## config.mk

```make
export PLATFORM = sky130hd
export DESIGN_NAME = uart_rx_engine
export DESIGN_NICKNAME = d
export VERILOG_FILES = /design/src/rtl/uart_rx_engine.sv
export SDC_FILE = /design/constraint.sdc
export NUM_CORES = 1
export LEC_CHECK = 0
export CORE_ASPECT_RATIO = 1.5
export CORE_MARGIN = 1.5
export CORE_UTILIZATION = 30
export DETAILED_ROUTE_END_ITERATION = 12
export SLEW_MARGIN = 20
export SYNTH_ARGS = -nofsm -noshare
export SYNTH_HDL_FRONTEND = slang
export SYNTH_SLANG_ARGS = --single-unit
export TNS_END_PERCENT = 10
```

## constraint.sdc

```tcl
create_clock -name clk -period 2.1 [get_ports clk]
set_clock_uncertainty 0.15 [all_clocks]
set_input_delay 0.21 -clock clk [delete_from_list [all_inputs] [get_ports clk]]
set_output_delay 0.21 -clock clk [all_outputs]
set_load 0.1 [all_outputs]
```

## src/rtl/uart_rx_engine.sv

```systemverilog
// UART receive de-framer: synchronises rx, samples start/data/parity/stop bits mid-bit, latches byte + error flags.
// Latency: byte and flags are registered on the stop-bit sample edge (visible 1 clk after the stop sample decision).
// No backpressure: a new byte overwrites an unread one and raises ovf; clear drops rx_rdy and the flags.
module uart_rx_engine #(
  parameter int K_W    = 19,
  parameter int SYNC_N = 2
) (
  input  logic           clk,
  input  logic           rst,
  input  logic           rx,
  input  logic           eight,
  input  logic           pen,
  input  logic           even,
  input  logic           clear,
  input  logic [K_W-1:0] k,
  output logic           rx_rdy,
  output logic [7:0]     data,
  output logic           perr,
  output logic           ferr,
  output logic           ovf
);

  localparam logic [2:0] ST_IDLE  = 3'd0;
  localparam logic [2:0] ST_START = 3'd1;
  localparam logic [2:0] ST_DATA  = 3'd2;
  localparam logic [2:0] ST_PAR   = 3'd3;
  localparam logic [2:0] ST_STOP  = 3'd4;

  logic [SYNC_N-1:0] sync_q;
  logic              rxs;
  logic [2:0]        state_q, state_d;
  logic [K_W-1:0]    cnt_q, cnt_d;
  logic [K_W-1:0]    term_q, term_d;
  logic [2:0]        bit_q, bit_d;
  logic [7:0]        shift_q, shift_d;
  logic              par_q, par_d;
  logic              eight_q, eight_d;
  logic              pen_q, pen_d;
  logic              even_q, even_d;
  logic              rdy_q, rdy_d;
  logic [7:0]        data_q, data_d;
  logic              perr_q, perr_d;
  logic              ferr_q, ferr_d;
  logic              ovf_q, ovf_d;

  logic [K_W-1:0]    k_eff;
  logic              tick;
  logic              done;
  logic [7:0]        byte_v;
  logic              perr_v;

  assign rxs = sync_q[SYNC_N-1];

  // Bit timing, frame FSM and completion/clear handling of the output registers.
  always_comb begin
    k_eff    = (k < K_W'(2)) ? K_W'(2) : k;
    tick     = (cnt_q == term_q);
    state_d  = state_q;
    cnt_d    = cnt_q + K_W'(1);
    term_d   = term_q;
    bit_d    = bit_q;
    shift_d  = shift_q;
    par_d    = par_q;
    eight_d  = eight_q;
    pen_d    = pen_q;
    even_d   = even_q;
    done     = 1'b0;

    case (state_q)
      ST_IDLE: begin
        cnt_d = cnt_q;
        if (!rxs) begin
          // Half a bit time lands the start sample mid-bit.
          state_d = ST_START;
          cnt_d   = K_W'(1);
          term_d  = k_eff >> 1;
          eight_d = eight;
          pen_d   = pen;
          even_d  = even;
        end
      end
      ST_START: begin
        if (tick) begin
          cnt_d  = K_W'(1);
          term_d = k_eff;
          bit_d  = 3'd0;
          state_d = rxs ? ST_IDLE : ST_DATA;
        end
      end
      ST_DATA: begin
        if (tick) begin
          cnt_d   = K_W'(1);
          term_d  = k_eff;
          shift_d = {rxs, shift_q[7:1]};
          bit_d   = bit_q + 3'd1;
          if (bit_q == (eight_q ? 3'd7 : 3'd6)) begin
            state_d = pen_q ? ST_PAR : ST_STOP;
          end
        end
      end
      ST_PAR: begin
        if (tick) begin
          cnt_d   = K_W'(1);
          term_d  = k_eff;
          par_d   = rxs;
          state_d = ST_STOP;
        end
      end
      ST_STOP: begin
        if (tick) begin
          done    = 1'b1;
          state_d = ST_IDLE;
        end
      end
      default: state_d = ST_IDLE;
    endcase

    // In 7-bit mode the byte sits in the upper seven shift bits.
    byte_v = eight_q ? shift_q : {1'b0, shift_q[7:1]};
    perr_v = pen_q & (^byte_v ^ par_q ^ ~even_q);

    rdy_d  = rdy_q;
    data_d = data_q;
    perr_d = perr_q;
    ferr_d = ferr_q;
    ovf_d  = ovf_q;
    if (done) begin
      rdy_d  = 1'b1;
      data_d = byte_v;
      perr_d = perr_v;
      ferr_d = ~rxs;
      ovf_d  = rdy_q & ~clear;
    end else if (clear) begin
      rdy_d  = 1'b0;
      perr_d = 1'b0;
      ferr_d = 1'b0;
      ovf_d  = 1'b0;
    end
  end

  // Synchroniser chain for the asynchronous rx pin; idles high.
  always_ff @(posedge clk or negedge rst) begin
    if (!rst) sync_q <= '1;
    else      sync_q <= {sync_q[SYNC_N-2:0], rx};
  end

  // Frame state, timer and output registers.
  always_ff @(posedge clk or negedge rst) begin
    if (!rst) begin
      state_q <= ST_IDLE;
      cnt_q   <= '0;
      term_q  <= '0;
      bit_q   <= '0;
      shift_q <= '0;
      par_q   <= 1'b0;
      eight_q <= 1'b0;
      pen_q   <= 1'b0;
      even_q  <= 1'b0;
      rdy_q   <= 1'b0;
      data_q  <= '0;
      perr_q  <= 1'b0;
      ferr_q  <= 1'b0;
      ovf_q   <= 1'b0;
    end else begin
      state_q <= state_d;
      cnt_q   <= cnt_d;
      term_q  <= term_d;
      bit_q   <= bit_d;
      shift_q <= shift_d;
      par_q   <= par_d;
      eight_q <= eight_d;
      pen_q   <= pen_d;
      even_q  <= even_d;
      rdy_q   <= rdy_d;
      data_q  <= data_d;
      perr_q  <= perr_d;
      ferr_q  <= ferr_d;
      ovf_q   <= ovf_d;
    end
  end

  assign rx_rdy = rdy_q;
  assign data   = data_q;
  assign perr   = perr_q;
  assign ferr   = ferr_q;
  assign ovf    = ovf_q;

endmodule

```

# Word level (Yosys, flattened, before mapping)
# Cells that the tools add are included.
word_totals:
  ff_bits: 70
  in_bits: 26
  out_inout_bits: 12
  wordCells: 77
classes:
  add_sub_neg: 2
  n_lt_le_gt_ge: 1
  n_eq_ne: 13
  n_mux: 27
  n_bitwise: 7
  reduce_logical: 12
op_table:
  columns: ["op", "n"]
  rows:
  - ["2-to-1 mux 19 bit", 5]
  - ["one-hot mux 19 bit (2 select lines)", 2]
  - ["2-to-1 mux 3 bit", 8]
  - ["adder 19 x 1 -> 19 bit, second input constant", 1]
  - ["== test 19 bit", 1]
  - ["less-than comparator 19 x 2 -> 1 bit, second input constant", 1]
  - ["one-hot mux 3 bit (5 select lines)", 1]
  - ["!= test 2 bit, second input constant", 6]
  - ["2-to-1 mux 1 bit", 8]
  - ["2-to-1 mux 8 bit", 1]
  - ["parity 8 bit", 1]
  - ["== test 3 x 2 -> 1 bit, second input constant", 2]
  - ["one-hot mux 3 bit (2 select lines)", 1]
  - ["AND reduction 2 bit", 3]
  - ["AND reduction 3 bit", 2]
  - ["AND reduction 6 bit", 1]
  - ["nonzero test 2 bit", 3]
  - ["adder 3 x 1 -> 3 bit, second input constant", 1]
  - ["== test 3 x 1 -> 1 bit, second input constant", 1]
  - ["== test 3 bit", 1]
  - ["== test 3 bit, second input constant", 1]
  - ["zero test 3 bit", 1]
  - ["inverter 1 bit", 3]
  - ["OR reduction 3 bit", 1]
  - ["4 further kinds", 6]

# Depth between registers and ports, before layout
depth:
  depth_word: 6
  depth_mapped: 9

# Worst setup path after synthesis
# Ideal clock, no wire load.
synth_path:
  path_kind: "reg2reg"
  start: "register cnt_q[0]"
  end: "register term_q[10]"
  setup_ps: 125
  arrival_ps: 1944
  t_required_ps: 1825
  slack_ps: -119
  stages_incl_launch_ff: 9
  path_buffers: 3
  period_less_slack_ps: 2219
  path_cell_list: "dfrtp_1 xor2_1 nor4_2 and3_4 buf_6 a31o_1 buf_6 buf_8 mux2_4"
synth_between:
  elab_chain_len: 3
synth_lines:
  columns: ["item", "line_no", "text"]
  rows:
  - ["start: declaration", "32", "logic [K_W-1:0] cnt_q, cnt_d;"]
  - ["start signal: assignment", "166", "cnt_q <= cnt_d;"]
  - ["== test 19 bit", "57", "tick = (cnt_q == term_q);"]
  - ["!= test 2 x 1 -> 1 bit (no source line)", null, null]
  - ["AND reduction 3 bit (no source line)", null, null]
  - ["end signal: assignment", "167", "term_q <= term_d;"]
  - ["end: declaration", "33", "logic [K_W-1:0] term_q, term_d;"]
# Every way passes these cells.
# A chain may end at the register's enable or synchronous reset.

# Final worst setup path
layout_path:
  start: "register cnt_q[18]"
  end: "register term_q[12]"
# Same word-level chain as after synthesis.

==> metrics.md <==
| Metric | Value |
|---|---|
| Status | `finished, violations left` |
| Failing checks | `setup timing` |
| Initial antenna violation count | `0` |
| Critical Path Source Type | `flop` |
| Internal power | `2870 uW` |
| Antenna fix cells | `0` |
| Final setup viols | `18` |
| Die X | `94.4 um` |
| Max Fclk | `467 MHz` |
| Slew Viols, Final | `0` |
| Clk Latency, worst-skew pair | `340 ps` |
| Port buffer count | `37` |
| Maximum vdd drop | `0.000315 V` |
| Drt via density | `4.86` |
| Pwr/cell area | `731 mW/mm^2` |
| Critical path depth in cells | `6` |
| Share of cells above drive strength 1 | `34.7%` |
| GRT met3 Usage | `3.37%` |
| CP cell instances | `xor2_1 > nor4_2 > and3_4 > a31o_4 > clkbuf_16 > mux2_4` |
| Per-cell routed wire length | `approximately 16 um` |
| Final hold vios | `0` |
| TritonCTS Sinks | `70` |
| CTS buffer count | `9` |
| Worst r2r dst | `term_q[12]` |
| Seq/Total Area, Yosys | `46.7%` |
| GR Overflow Total | `0` |
| Fin area | `0.00513 mm^2` |
| Reg2reg setup slack | `-40 ps` |
| Clock tree from TritonCTS | `done` |
| Largest net degree at the start of global routing | `44` |
| Worst-Margin Slew | `497 ps` |
| Fin crit share | `102%` |
| Worst EP required | `2170 ps` |
| Synth warnings | `0` |
| Hpwl dp | `about 6700 um` |
| Post-Route WL | `9320 um` |
| Min Tclk post-route | `2140 ps` |
| Buf+Inv Stages, Crit Path | `1` |
| Iter 0 DRT Violations | `between 80 and 90` |
| Area leader, netlist | `dfrtp_1` |
| Deepest clock path buffer count | `2` |
| Net Count, Synth | `361` |
| Nets | `453` |
| CP Capture Type | `flop` |
| Die Y | `140 um` |
| Slowest stage cell, crit path | `dfrtp_1` |
| First-pass GRT wire length | `15,100 um` |
| Post-synth top area share | `45.3%` |
| Static leakage | `0.00234 uW` |
| Initial core utilization | `31.1%` |
| Post-Syn Instances | `333` |
| Worst path top cell family by delay | `simple AND/OR/NAND/NOR gates` |
| Class of the worst hold path | `input port to asynchronous set/reset pin` |
| Fin Setup TNS | `-338 ps` |
| Worst setup path category | `flop to flop` |
| # Post-CTS Setup Buffers | `0` |
| Seq pwr share | `39.7%` |
| Critical Path Fanout Max | `6` |
| Relative slew slack | `around 66%` |
| Setup crit start | `cnt_q[18]` |
| Synth async-reset ratio | `between 90% and 100%` |
| #FFs+latches synth | `70` |
| R2r startpoint | `cnt_q[18]` |
| Combinational fraction of design power | `12.6%` |
| GRT Util Overall | `15.0%` |
| Synth Area per Inst | `11.3 um^2` |
| Post-synth EDFFs | `0` |
| Synth Cell Area | `approximately 0.0038 mm^2` |
| Grt met1 use | `17.4%` |
| Area Growth Syn to Fin | `36.5%` |
| Final WS setup | `-41.0 ps` |
| Most common flop cell mapped by yosys | `dfrtp_1` |
| CP arrival | `~2200 ps` |
| I/O pin cnt | `38` |
| Die Footprint | `0.0132 mm^2` |
| FF-to-FF path depth | `6` |
| M2 GR Usage | `25.7%` |
| Clock share of power | `47.7%` |
| WHS | `78.4 ps` |
| Root Buffer | `clkbuf_16` |
| H-Tree Depth | `3` |
| Vias | `2,835` |
| Max-Cap Viols | `0` |
| NetSw | `876 uW` |
| Total core area | `0.0121 mm^2` |
| Yosys cell types | `52` |
| RSZ-0062 raised after global routing | `true` |
| RD Place Congestion | `0.796` |
| Sw Ratio | `23.4%` |
| Clock Pin Slew Worst Setup and Hold Paths | `roughly 60 ps` |
| # DRC | `0` |
| Post-route ant nets | `0` |
| Vias in the first global route | `3,010` |
| Row count | `49` |
| DRT Pass-1 Iters | `4` |
| Area contributors post-synth | `dfrtp_1, mux2_2, xor2_1, mux2_4, xnor2_1` |
| Placement Cell Area | `0.00464 mm^2` |
| GR peak layer | `met2` |
| Slowest Stage Delay on Critical Path | `400 ps` |
[layout make-up]
class | instances | area [um^2]
Inverter | 8 | 30.0
Clock inverter | 5 | 106
Timing Repair Buffer | 96 | 856
Clock buffer | 11 | 243
Multi-Input combinational cell | 240 | 1950
Sequential cell | 70 | 1750
Fill cell | 1135 | 6950
Tap cell | 153 | 191
[cell usage in the layout (no fill, tap or decap), drive strengths merged, types with 11 or more instances in the layout]
cell,count
xnor2,13
nand3,11
dfrtp,68
a21oi,17
nand2,16
clkbuf,12
xor2,32
buf,70
clkdlybuf4s50,24
nor2,26
mux2,45
[metal layers]
metal | part of all wire, % | vias up
li1 | - | 1373
met3 | 2.5 | 20
met2 | 53 | 41
met4 | 3.5 | 0
met1 | 41 | 1401
met5 | 0 | -
[power groups by stage]
stage          combinational, uW  sequential, uW  clock, uW
3_5_place_dp                 455            1510          0
4_1_cts                      467            1490       1830
6_report                     472            1490       1790
3_3_place_gp                 452            1510          0
5_1_grt                      524            1490       1880
2_1_floorplan                195            1520          0
[state kept, by name, indices dropped and copies added, names as in the netlist, 2 cells and up]
register / flops
bit_q: 3
term_q: 19
shift_q: 8
sync_q: 2
state_q: 3
cnt_q: 19
data: 8
[kinds of logic (layout without fill, tap and decap cells)]
kind of cell,after synthesis,in the layout,share of synthesized area (%)
simple gates,99,99,14.6
flops,70,70,46.7
mux,53,53,16.6
xor+xnor,46,46,11.1
compound gates,40,40,6.86
buf+inv,23,120,3.46
fa+ha+maj,2,2,0.666
[worst max-delay path by stage]
| stage | end | slack (ps) |
|---|---|---|
| final | term_q[12] | -40 |
| after global routing | term_q[16] | -110 |
| after CTS | term_q[0] | -40 |
| after detailed placement | term_q[0] | -130 |
| after global placement | term_q[1] | -80 |
| after floorplan | term_q[10] | -90 |
[synthesized netlist by cell type (2+ instances only)]
master     n
mux2i_1    8
nor4_2     4
o21ai_0    7
and2_1     2
nor3_1     6
nor4_1     4
buf_4      2
a22o_1     2
or2_2      2
dfrtp_1   68
ha_1       2
buf_6      3
nor2_1    25
mux2_4    10
buf_2      2
nand3_1   10
and3_1     7
a221o_1    2
clkbuf_1   6
nor4b_1    4
nand2b_1   2
nand2_1   16
a21oi_1   17
inv_1      8
dfstp_2    2
xor2_1    32
xnor2_1   13
nand4_1    9
mux2_2    35
[what timing repair did]
| action | CTS | global route |
|---|---|---|
| gates resized for setup | 5 | 11 |
| cloned | 1 | 1 |
| hold buffers | 1 | 0 |
| pin swaps | 2 | 9 |
| endpoints found under the hold margin | 68 | 0 |
| setup endpoints to repair | 39 | 41 |
[per-stage QoR]
step,std cells,worst slack [ps],util (%),power [uW]
6_report,583,-41.0,42.4,3750
5_1_grt,583,-108,42.4,3900
4_1_cts,582,-43.6,41.8,3780
3_5_place_dp,564,-127,38.4,1970
3_3_place_gp,564,-84.7,38.4,1960
2_1_floorplan,333,-93.7,-,1710
Power figures use the tool's default switching activity.
